### src/rtl/regbus_pkg.sv
// Shared encodings and widths for the register-bus arbiter slice.
package regbus_pkg;
  localparam int ADDR_W = 32;
  localparam int DATA_W = 32;
  localparam int STRB_W = 4;

  localparam logic [DATA_W-1:0] TMO_RDATA = 32'hDEAD_DEAD;

  typedef enum logic [1:0] {
    ST_IDLE  = 2'd0,
    ST_BUSY  = 2'd1,
    ST_DRAIN = 2'd2
  } state_t;
endpackage

### src/rtl/regbus_arb_rr_arb2.sv
// Two-requester round-robin: combinational grant, registered last_grant (resets to 1 so 0 wins first).
module rr_arb2 (
  input  logic       clk,
  input  logic       rst,
  input  logic [1:0] i_req,
  input  logic       i_upd,
  output logic       o_gnt_vld,
  output logic       o_gnt_idx
);
  logic r_last;

  assign o_gnt_vld = |i_req;
  assign o_gnt_idx = (i_req == 2'b11) ? ~r_last : i_req[1];

  always_ff @(posedge clk or posedge rst) begin
    if (rst) begin
      r_last <= 1'b1;
    end else if (i_upd && o_gnt_vld) begin
      r_last <= o_gnt_idx;
    end
  end
endmodule

### src/rtl/regbus_arb.sv
// Two-master register-bus arbiter, one transaction in flight, with timeout and late-ack drain.
module regbus_arb
  import regbus_pkg::*;
#(
  parameter int TIMEOUT = 1024,
  parameter int TW      = 16
) (
  input  logic              clk,
  input  logic              rst,
  input  logic              m0_req,
  input  logic              m0_wr,
  input  logic [ADDR_W-1:0] m0_addr,
  input  logic [DATA_W-1:0] m0_wdata,
  input  logic [STRB_W-1:0] m0_wstrb,
  output logic              m0_ack,
  output logic              m0_err,
  output logic [DATA_W-1:0] m0_rdata,
  input  logic              m1_req,
  input  logic              m1_wr,
  input  logic [ADDR_W-1:0] m1_addr,
  input  logic [DATA_W-1:0] m1_wdata,
  input  logic [STRB_W-1:0] m1_wstrb,
  output logic              m1_ack,
  output logic              m1_err,
  output logic [DATA_W-1:0] m1_rdata,
  output logic              out_req,
  output logic              out_wr,
  output logic [ADDR_W-1:0] out_addr,
  output logic [DATA_W-1:0] out_wdata,
  output logic [STRB_W-1:0] out_wstrb,
  input  logic              out_ack,
  input  logic              out_err,
  input  logic [DATA_W-1:0] out_rdata
);
  localparam logic [TW-1:0] LP_TMAX = TW'(TIMEOUT - 1);

  state_t                   r_state;
  logic [1:0]               r_pend;
  logic                     r_cur;
  logic [TW-1:0]            r_cnt;
  logic [1:0]               r_ack;
  logic [1:0]               r_err;
  logic [1:0][DATA_W-1:0]   r_rdata;
  logic                     r_out_req;
  logic                     r_out_wr;
  logic [ADDR_W-1:0]        r_out_addr;
  logic [DATA_W-1:0]        r_out_wdata;
  logic [STRB_W-1:0]        r_out_wstrb;

  logic [1:0]               w_req_vec;
  logic [1:0]               w_arb_req;
  logic [1:0]               w_pend_nxt;
  logic                     w_gnt_en;
  logic                     w_gnt_idx;
  logic [1:0]               w_wr;
  logic [1:0][ADDR_W-1:0]   w_addr;
  logic [1:0][DATA_W-1:0]   w_wdata;
  logic [1:0][STRB_W-1:0]   w_wstrb;

  assign w_req_vec = {m1_req, m0_req} | r_pend;
  assign w_wr      = {m1_wr, m0_wr};
  assign w_addr    = {m1_addr, m0_addr};
  assign w_wdata   = {m1_wdata, m0_wdata};
  assign w_wstrb   = {m1_wstrb, m0_wstrb};

  // On a slave ack the next grant issues on the same edge; the completing master is
  // masked so it never sees ack and out_req together.
  always_comb begin
    w_arb_req = 2'b00;
    if (r_state == ST_IDLE) begin
      w_arb_req = w_req_vec;
    end else if (r_state == ST_BUSY && out_ack) begin
      w_arb_req = w_req_vec & ~(2'b01 << r_cur);
    end
  end

  rr_arb2 u_rr (
    .clk       (clk),
    .rst       (rst),
    .i_req     (w_arb_req),
    .i_upd     (1'b1),
    .o_gnt_vld (w_gnt_en),
    .o_gnt_idx (w_gnt_idx)
  );

  assign w_pend_nxt = w_req_vec & ~(w_gnt_en ? (2'b01 << w_gnt_idx) : 2'b00);

  always_ff @(posedge clk or posedge rst) begin
    if (rst) begin
      r_state     <= ST_IDLE;
      r_pend      <= '0;
      r_cur       <= 1'b0;
      r_cnt       <= '0;
      r_ack       <= '0;
      r_err       <= '0;
      r_rdata     <= '0;
      r_out_req   <= 1'b0;
      r_out_wr    <= 1'b0;
      r_out_addr  <= '0;
      r_out_wdata <= '0;
      r_out_wstrb <= '0;
    end else begin
      r_ack     <= '0;
      r_err     <= '0;
      r_out_req <= 1'b0;
      r_pend    <= w_pend_nxt;
      case (r_state)
        ST_BUSY: begin
          if (out_ack) begin
            r_ack[r_cur]   <= 1'b1;
            r_err[r_cur]   <= out_err;
            r_rdata[r_cur] <= out_rdata;
            r_state        <= ST_IDLE;
          end else if (r_cnt == LP_TMAX) begin
            r_ack[r_cur]   <= 1'b1;
            r_err[r_cur]   <= 1'b1;
            r_rdata[r_cur] <= TMO_RDATA;
            r_cnt          <= '0;
            r_state        <= ST_DRAIN;
          end else begin
            r_cnt <= r_cnt + 1'b1;
          end
        end
        ST_DRAIN: begin
          if (out_ack || r_cnt == LP_TMAX) begin
            r_state <= ST_IDLE;
          end else begin
            r_cnt <= r_cnt + 1'b1;
          end
        end
        default: r_state <= ST_IDLE;
      endcase
      if (w_gnt_en) begin
        r_out_req   <= 1'b1;
        r_out_wr    <= w_wr[w_gnt_idx];
        r_out_addr  <= w_addr[w_gnt_idx];
        r_out_wdata <= w_wdata[w_gnt_idx];
        r_out_wstrb <= w_wstrb[w_gnt_idx];
        r_cur       <= w_gnt_idx;
        r_cnt       <= '0;
        r_state     <= ST_BUSY;
      end
    end
  end

  assign m0_ack    = r_ack[0];
  assign m0_err    = r_err[0];
  assign m0_rdata  = r_rdata[0];
  assign m1_ack    = r_ack[1];
  assign m1_err    = r_err[1];
  assign m1_rdata  = r_rdata[1];
  assign out_req   = r_out_req;
  assign out_wr    = r_out_wr;
  assign out_addr  = r_out_addr;
  assign out_wdata = r_out_wdata;
  assign out_wstrb = r_out_wstrb;
endmodule

### config.mk
export PLATFORM = sky130hd
export DESIGN_NAME = regbus_arb
export DESIGN_NICKNAME = d
export VERILOG_FILES = /design/src/rtl/regbus_pkg.sv /design/src/rtl/regbus_arb_rr_arb2.sv /design/src/rtl/regbus_arb.sv
export SDC_FILE = /design/constraint.sdc
export NUM_CORES = 1
export LEC_CHECK = 0
export ABC_AREA = 1
export CAP_MARGIN = 5
export CORE_ASPECT_RATIO = 1.25
export CORE_MARGIN = 5
export CORE_UTILIZATION = 42
export CTS_CLUSTER_SIZE = 16
export DETAILED_ROUTE_END_ITERATION = 12
export PLACE_DENSITY = 0.77
export SYNTH_ARGS = -nofsm -noshare
export SYNTH_HDL_FRONTEND = slang
export SYNTH_SLANG_ARGS = --single-unit
### constraint.sdc
create_clock -name clk -period 5.2 [get_ports clk]
set_input_delay 0.52 -clock clk [delete_from_list [all_inputs] [get_ports clk]]
set_output_delay 0.52 -clock clk [all_outputs]
set_load 0.1 [all_outputs]
# --- Word level (Yosys, flattened, before mapping) ---
# Index checks and enable logic that the tools add are counted.
# Widths: inputs -> output; s select.
totals:
  regBits: 160
  in_bits: 176
  output_inout_bits: 138
  word_cells: 83
op_classes:
  n_addsub: 1
  n_lt_le_gt_ge: 3
  n_eq_ne: 8
  shifts: 2
  mux: 35
  bitwise_logic: 10
  n_reduce_logical: 10
ops:
  columns: ["cell", "count"]
  rows:
  - ["$mux 32", 5]
  - ["$mux 64", 2]
  - ["$bwmux 64", 1]
  - ["$mux 16", 4]
  - ["$or 44x44->44", 1]
  - ["$demux 32 s1", 1]
  - ["$pmux 16 s2", 1]
  - ["$mux 2", 12]
  - ["$and 20x20->20", 1]
  - ["$not 20->20", 1]
  - ["$add 16x1->16 const B", 1]
  - ["$eq 16x10->1 const B", 1]
  - ["$ne 3x3->1 const B", 3]
  - ["$mux 4", 2]
  - ["$and 2x2->2", 3]
  - ["$mux 1", 5]
  - ["$eq 2x2->1 const B", 2]
  - ["$lt 1x2->1 const B", 2]
  - ["$ne 4x3->1 const B", 1]
  - ["$not 2->2", 2]
  - ["$pmux 2 s2", 1]
  - ["$reduce_and 2->1", 2]
  - ["$shl 1x1->2 const A", 2]
  - ["$reduce_and 3->1", 1]
  - ["other kinds (11)", 12]

# --- Longest topological paths before layout ---
# Gate-level depths: netlist of the first run.
depth:
  word_depth: 11
  depth_mapped: 13
  depth_no_buf: 11

# --- By module ---
# From an unflattened synthesis of the first run, not the netlist that was laid out.
hier_totals:
  hier_cells: 833
  hier_area_um2: 7053.0
by_module_without_submodules:
  columns: ["mod", "instances", "cells_per_inst", "area_each_um2", "seq_area_each_um2"]
  rows:
  - ["regbus_arb", 1, 824, 6988.0, 3978.8]
  - ["rr_arb2", 1, 9, 65.1, 26.3]

# --- Least setup slack after synthesis of the first run ---
# OpenSTA, ideal clock, no wires.
synth_timing:
  path_kind: "reg-to-reg"
  startpoint: "register r_state[1]"
  endpoint: "register r_out_addr[0] (netlist: out_addr[0])"
  setup_ns: 0.127
  t_arrival_ns: 1.616
  t_required_ns: 5.073
  path_slack_ns: 3.457
  path_stages_with_launch: 13
  n_path_buf: 3
  synth_period_minus_slack_ns: 1.743
  cell_sequence: "dfrtp_1 -> inv_1 -> ha_1 -> buf_4 -> nand3_1 -> nand2_1 -> nand2_1 -> nand2_1 -> inv_2 -> buf_4 -> buf_2 -> nand2_1 -> nand3_1"
synth_between:
  elab_chain_len: 8
  word_cells_on_any_way: 10
  cone_classes: "eq/ne: 2; mux: 5; reduce/logical: 3"
synth_rtl:
  columns: ["element", "line", "rtl"]
  rows:
  - ["start: declaration", "regbus_arb.sv:37", "state_t r_state;"]
  - ["start signal: assignment", "regbus_arb.sv:90", "r_state <= ST_IDLE;"]
  - ["start signal: assignment", "regbus_arb.sv:113", "r_state <= ST_IDLE;"]
  - ["start signal: assignment", "regbus_arb.sv:119", "r_state <= ST_DRAIN;"]
  - ["$eq 2x1->1", "regbus_arb.sv:72", "end else if (r_state == ST_BUSY && out_ack) begin"]
  - ["$logic_and 1x1->1", "regbus_arb.sv:72", null]
  - ["$mux 2", "regbus_arb.sv:72", null]
  - ["$mux 2 (*)", "regbus_arb.sv:70", "if (r_state == ST_IDLE) begin"]
  - ["$eq 2x2->1", "regbus_arb_rr_arb2.sv:13", "assign o_gnt_idx = (i_req == 2'b11) ? ~r_last : i_req[1];"]
  - ["$mux 1", "regbus_arb_rr_arb2.sv:13", null]
  - ["$mux 32 (implied by the code) (2 in a row)", "regbus_arb.sv:136", "r_out_addr <= w_addr[w_gnt_idx];"]
  - ["end signal: assignment", "regbus_arb.sv:136", null]
  - ["end: declaration", "regbus_arb.sv:46", "logic [ADDR_W-1:0] r_out_addr;"]
# Every way passes the cells marked *; elsewhere a longest branch is shown, timed or not. The select of a mux whose other input is x is not followed.
# A chain may end at the register's enable or synchronous reset.

# --- Final worst setup path of the first run ---
layout_timing:
  startpoint: "register r_state[1]"
  endpoint: "register r_out_addr[6] (netlist: out_addr[6])"
# Same word-level chain as after synthesis.

==> impl_metrics.env, run 1 <==
export IMPL_grt_overflow=0
export IMPL_critPathLaunchType="register"
export IMPL_status="finished clean"
export IMPL_drc=0
export IMPL_initial_core_util=0.430
export IMPL_hold_violations=0
export IMPL_grt_pass1_wl_mm=36.4
export IMPL_use_met2=0.420
export IMPL_criticalPathCategory="reg2reg"
export IMPL_layout_nets=1320
export IMPL_dieArea_mm2=0.0194
export IMPL_seq_area_mm2=0.00401
export IMPL_synthCells=843
export IMPL_ys_seq_area_frac=0.572
export IMPL_cts_buffers=17
export IMPL_reg2reg_depth=11
export IMPL_routed_wirelength_mm=23.5
export IMPL_slew_violations=0
export IMPL_clock_sinks=160
export IMPL_drt_iter0_markers=475
export IMPL_die_y_um=154
export IMPL_core_area_mm2=0.0163
export IMPL_hp_class="reg2reg"
export IMPL_synth_edf_count=0
export IMPL_final_cell_mix="nand2_1 (343), clkdlybuf4s50_1 (313), dfrtp_1 (159)"
export IMPL_synth_ff_type="dfrtp_1"
export IMPL_period_share=0.679
export IMPL_grt_pass1_vias=6702
export IMPL_antenna_left=0
export IMPL_io_pins=314
export IMPL_use_met3=0.0745
export IMPL_portBuffers=313
export IMPL_worstMarginPinSlew_ps=1080
export IMPL_drtPass1Iterations=5
export IMPL_multi_input_area_mm2=0.00264
export IMPL_grtUsageMet1=0.269
export IMPL_htreeDepth=4
export IMPL_worstSkewPairLatency_ps=430
export IMPL_min_path_cells=2
export IMPL_hpwl_mm=17.4
export IMPL_fin_crit_ps=3530
export IMPL_yosysUniqueCellTypes=29
export IMPL_mostFrequentLayoutCell="nand2_1"
export IMPL_cts_tree="built"
export IMPL_rsz0062_at_grt="no"
export IMPL_tns_ps=0
export IMPL_crit_path_cell_trace="inv_1, ha_1, nand3_1, nand2_1, nand2_1, nand2_1, inv_2, nor2_4, buf_4, nand2_1, nand3_1"
export IMPL_viasPerCell=4.94
export IMPL_top_usage_layer="met2"
export IMPL_num_vias=6758
export IMPL_whs_ps=483
export IMPL_grt_start_max_net_pins=83
export IMPL_holdBufCountCts=0
export IMPL_crit_slowest_cell="buf_4"
export IMPL_path_max_fanout=68
export IMPL_track_usage=0.240
export IMPL_ys_async_sr_fraction=1.00
export IMPL_place_inst=1337
export IMPL_syn_to_final_growth_pct=55.1
export IMPL_cp_slowest_stage_delay_ps=580
export IMPL_post_cts_resized=0
export IMPL_cp_data_arrival_time_ps=3890
export IMPL_gp_congestion=0.887
export IMPL_relSlewSlack=0.275
export IMPL_die_w_um=125
export IMPL_finClkSkew_ps=10.8
export IMPL_std_cell_rows=52
export IMPL_required_ps=5560
export IMPL_drive_gt1_frac=0.0451
export IMPL_cts_path_max_buffers=2
export IMPL_fmax_mhz=283
export IMPL_synth_seq_cells=160
export IMPL_netlist_area_mm2=0.00700
export IMPL_clk_pin_slew_ps=70
export IMPL_setup_violations=0
export IMPL_max_cap_violations=0
export IMPL_cts_root_buffer="clkbuf_16"
export IMPL_cpMostUsedCell="nand2_1"
export IMPL_ys_warn_count=0
export IMPL_fillCellCount=1321
export IMPL_synth_nets=1023
export IMPL_avgSynthCellArea_um2=8.30
export IMPL_antenna_found_initial=0
export IMPL_antenna_cells=0
export IMPL_setup_worst_path_end_class="register"
export IMPL_postCtsSetupBuffers=0
export IMPL_routedWlPerCell_um=17.1
export IMPL_final_cells=1369
[layout make-up]
cell class / instances / share of cell area
inverter: 42 / 0.0150
clock buffer: 17 / 0.0392
sequential: 160 / 0.369
multi-input combinational: 600 / 0.243
tap: 216 / 0.0249
timing repair buffer: 319 / 0.293
clock inverter: 15 / 0.0158
[worst paths after layout]
check,from,endpoint,slack [ps]
worst max-delay path,r_state[1]$_DFFE_PP0P_,out_addr[6]$_DFFE_PP0N_,1670
worst min-delay path,m1_rdata[4]$_DFFE_PP0P_,m1_rdata[4]$_DFFE_PP0P_,480
worst max register to register,r_state[1]$_DFFE_PP0P_,out_addr[6]$_DFFE_PP0N_,1670
worst min register to register,m1_rdata[4]$_DFFE_PP0P_,m1_rdata[4]$_DFFE_PP0P_,480
max in group asynchronous,rst,out_wdata[8]$_DFFE_PP0N_,3500
min in group asynchronous,rst,m1_rdata[23]$_DFFE_PP0P_,580
[metal layers]
| layer | vias to the layer above | routed length [µm] |
|---|---|---|
| li1 | 3276 | - |
| met1 | 3150 | 8560 |
| met3 | 53 | 1880 |
| met5 | - | 0 |
| met4 | 0 | 825 |
| met2 | 279 | 12200 |
[registers in the layout, indices dropped and copies added (netlist names)]
name / count
r_pend: 2
m0_rdata: 32
r_err: 2
out_req: 1
out_addr: 32
r_cur: 1
out_wr: 1
r_state: 2
r_cnt: 16
out_wstrb: 4
r_ack: 2
u_rr.r_last: 1
m1_rdata: 32
out_wdata: 32
[cells in the mapped netlist (2+ instances only)]
master,number,area [µm²]
nand2_1,343,1290
dfrtp_1,159,3980
nand3_1,97,485
o21ai_0,59,295
nor2_1,55,206
inv_1,38,143
buf_2,22,110
clkbuf_1,13,48.8
o21ai_1,11,55.1
nand4_1,8,50.1
xor2_1,5,43.8
ha_1,4,50.1
inv_2,4,15.0
buf_1,3,11.3
nand2_4,3,33.8
a21oi_1,2,10.0
buf_4,2,15.0
nand3_4,2,35.0
nand3b_1,2,15.0
o21bai_1,2,15.0
[cells by family (layout without fill, tap and decap cells)]
| group | Yosys count | count (layout) | share of synthesized area |
|---|---|---|---|
| AND/OR/NAND/NOR | 515 | 515 | 0.308 |
| flip-flops | 160 | 160 | 0.572 |
| buffers and inverters | 83 | 393 | 0.0506 |
| AO/OA/AOI/OAI | 75 | 75 | 0.0547 |
| XOR/XNOR | 6 | 6 | 0.00751 |
| adder cells (fa/ha/maj) | 4 | 4 | 0.00715 |
[worst max-delay path: cells and delay by family, from the launching register on]
kind          cells  cell delay [ps]
flops             1              400
simple gates      7             1540
buf+inv           3             1050
fa+ha+maj         1              400
[through the flow]
stage          area, µm²   util  worst slack, ps
6_report           10900  0.667             1670
5_1_grt            10900  0.667             1250
4_1_cts            10900  0.667             1660
3_5_place_dp       10300  0.630             1490
3_3_place_gp       10300  0.630             1560
2_1_floorplan       7000      -              362
Power of run 1 is not shown: default switching activity piles up to over one toggle a cycle in this logic, so the estimate is an artifact.
==> run 2: changes to the inputs <==
==> constraint.sdc (replaced) <==
create_clock -name clk -period 3.38 [get_ports clk]
set_input_delay 0.338 -clock clk [delete_from_list [all_inputs] [get_ports clk]]
set_output_delay 0.338 -clock clk [all_outputs]
set_load 0.1 [all_outputs]
==> run 2 against run 1 <==
Effect of this change: design area is 0.83% higher; clock skew is 1.5 ps higher; global-route usage is 0.077 points higher; via count is 0.34% lower; final cell count is 0.58% higher; non-clock buffer count is 8 higher; sequential share of layout area is 0.30 points lower; critical path depth is 10 lower; die area stayed put; utilization is 0.55 points higher; wire length is 0.66% lower; setup slack worse by 680 ps; critical path type is now reg2out; highest routed layer is now met5.
==> impl_metrics.env, run 2 (synthesis results as in run 1) <==
export IMPL_criticalPathCategory="reg2out"
export IMPL_status="finished clean"
export IMPL_hp_class="in2async"
export IMPL_initial_core_util=0.430
export IMPL_crit_family="buffers and inverters"
export IMPL_drtPass1Iterations=5
export IMPL_final_cells=1377
export IMPL_grt_overflow=0
export IMPL_num_vias=6735
export IMPL_rsz0062_at_grt="no"
export IMPL_finClkSkew_ps=12.3
export IMPL_slew_violations=0
export IMPL_drc=0
export IMPL_core_area_mm2=0.0163
export IMPL_portBuffers=313
export IMPL_hold_violations=0
export IMPL_critPathLaunchType="register"
export IMPL_grt_pass1_vias=6748
export IMPL_final_cell_mix="nand2_1 (343), clkdlybuf4s50_1 (313), dfrtp_1 (159)"
export IMPL_cp_num_buf_inv=1
export IMPL_dieArea_mm2=0.0194
export IMPL_routedWlPerCell_um=16.9
export IMPL_cp_slowest_stage_delay_ps=1180
export IMPL_routed_wirelength_mm=23.3
export IMPL_fmax_mhz=419
export IMPL_cts_tree="built"
export IMPL_io_pins=314
export IMPL_layout_nets=1328
export IMPL_reg2reg_slack_ps=1000
export IMPL_crit_slowest_cell="clkdlybuf4s50_1"
export IMPL_hpwl_mm=17.3
export IMPL_required_ps=3040
export IMPL_setup_violations=0
export IMPL_postCtsSetupBuffers=0
export IMPL_drt_iter0_markers=428
export IMPL_fin_crit_ps=2390
export IMPL_grt_start_max_net_pins=71
export IMPL_crit_path_cell_trace="clkdlybuf4s50_1"
export IMPL_viasPerCell=4.89
export IMPL_worstMarginPinSlew_ps=1060
export IMPL_cts_root_buffer="clkbuf_16"
export IMPL_grt_pass1_wl_mm=36.5
export IMPL_max_cap_violations=0
export IMPL_syn_to_final_growth_pct=56.4
export IMPL_mostFrequentLayoutCell="nand2_1"
export IMPL_drive_gt1_frac=0.0517
export IMPL_clk_pin_slew_ps=70
export IMPL_antenna_found_initial=1
export IMPL_worstSkewPairLatency_ps=440
export IMPL_cts_path_max_buffers=2
export IMPL_htreeDepth=4
export IMPL_die_w_um=125
export IMPL_cts_buffers=17
export IMPL_holdBufCountCts=0
export IMPL_fillCellCount=1317
export IMPL_gp_congestion=0.876
export IMPL_clock_sinks=160
export IMPL_track_usage=0.240
export IMPL_antenna_cells=0
export IMPL_setup_worst_path_end_class="output pin"
export IMPL_finalCoreUtilization=0.673
export IMPL_die_y_um=154
export IMPL_tns_ps=0
export IMPL_whs_ps=392
export IMPL_antenna_left=0
export IMPL_place_inst=1345
export IMPL_period_share=0.706
export IMPL_path_max_fanout=2
export IMPL_post_cts_resized=0
export IMPL_relSlewSlack=0.292
export IMPL_std_cell_rows=52
export IMPL_cp_data_arrival_time_ps=2050
[run 2: changes by cell type in the layout (fill, tap and decap cells not counted), moves of 2 or more]
cell | before | now
clkinv_4 | 0 | 2
buf_4 | 6 | 11
buf_12 | 0 | 3
inv_6 | 7 | 5
[run 2: layout make-up]
cell class	instances	area, µm²	share of cell area
sequential	160	4010	0.366
clock inverter	15	165	0.0151
multi-input combinational	600	2640	0.241
clock buffer	17	425	0.0389
inverter	42	161	0.0148
tap	216	270	0.0247
timing repair buffer	327	3280	0.299
[run 2: path summary, 6_finish.rpt]
kind                                                start                        end  cells past startpoint
max in group asynchronous                             rst    u_rr.r_last$_DFFE_PP1N_                      3
worst min-delay path                                  rst  out_wdata[27]$_DFFE_PP0N_                      2
worst min register to register   m0_rdata[11]$_DFFE_PP0P_   m0_rdata[11]$_DFFE_PP0P_                      2
worst max register to register       r_cnt[0]$_DFFE_PP0P_   m1_rdata[30]$_DFFE_PP0P_                      8
min in group clk                             m0_wdata[22]  out_wdata[22]$_DFFE_PP0N_                      3
worst max-delay path            out_wdata[18]$_DFFE_PP0N_              out_wdata[18]                      1
[run 2: stage by stage]
step | cell area [µm²] | setup WS [ps]
final | 10900 | 993
after detailed placement | 10300 | 916
after floorplan | 7000 | 1010
after CTS | 10900 | 980
after global placement | 10300 | 1010
after global routing | 10900 | 858
[run 2: per-layer routing]
metal,up-vias,global-route usage,wire [µm]
li1,3288,-,-
met1,3160,0.268,8510
met5,-,0,20
met3,38,0.0749,1750
met2,247,0.433,12400
met4,2,0.0826,606
Power of run 2 is left out for the same reason.
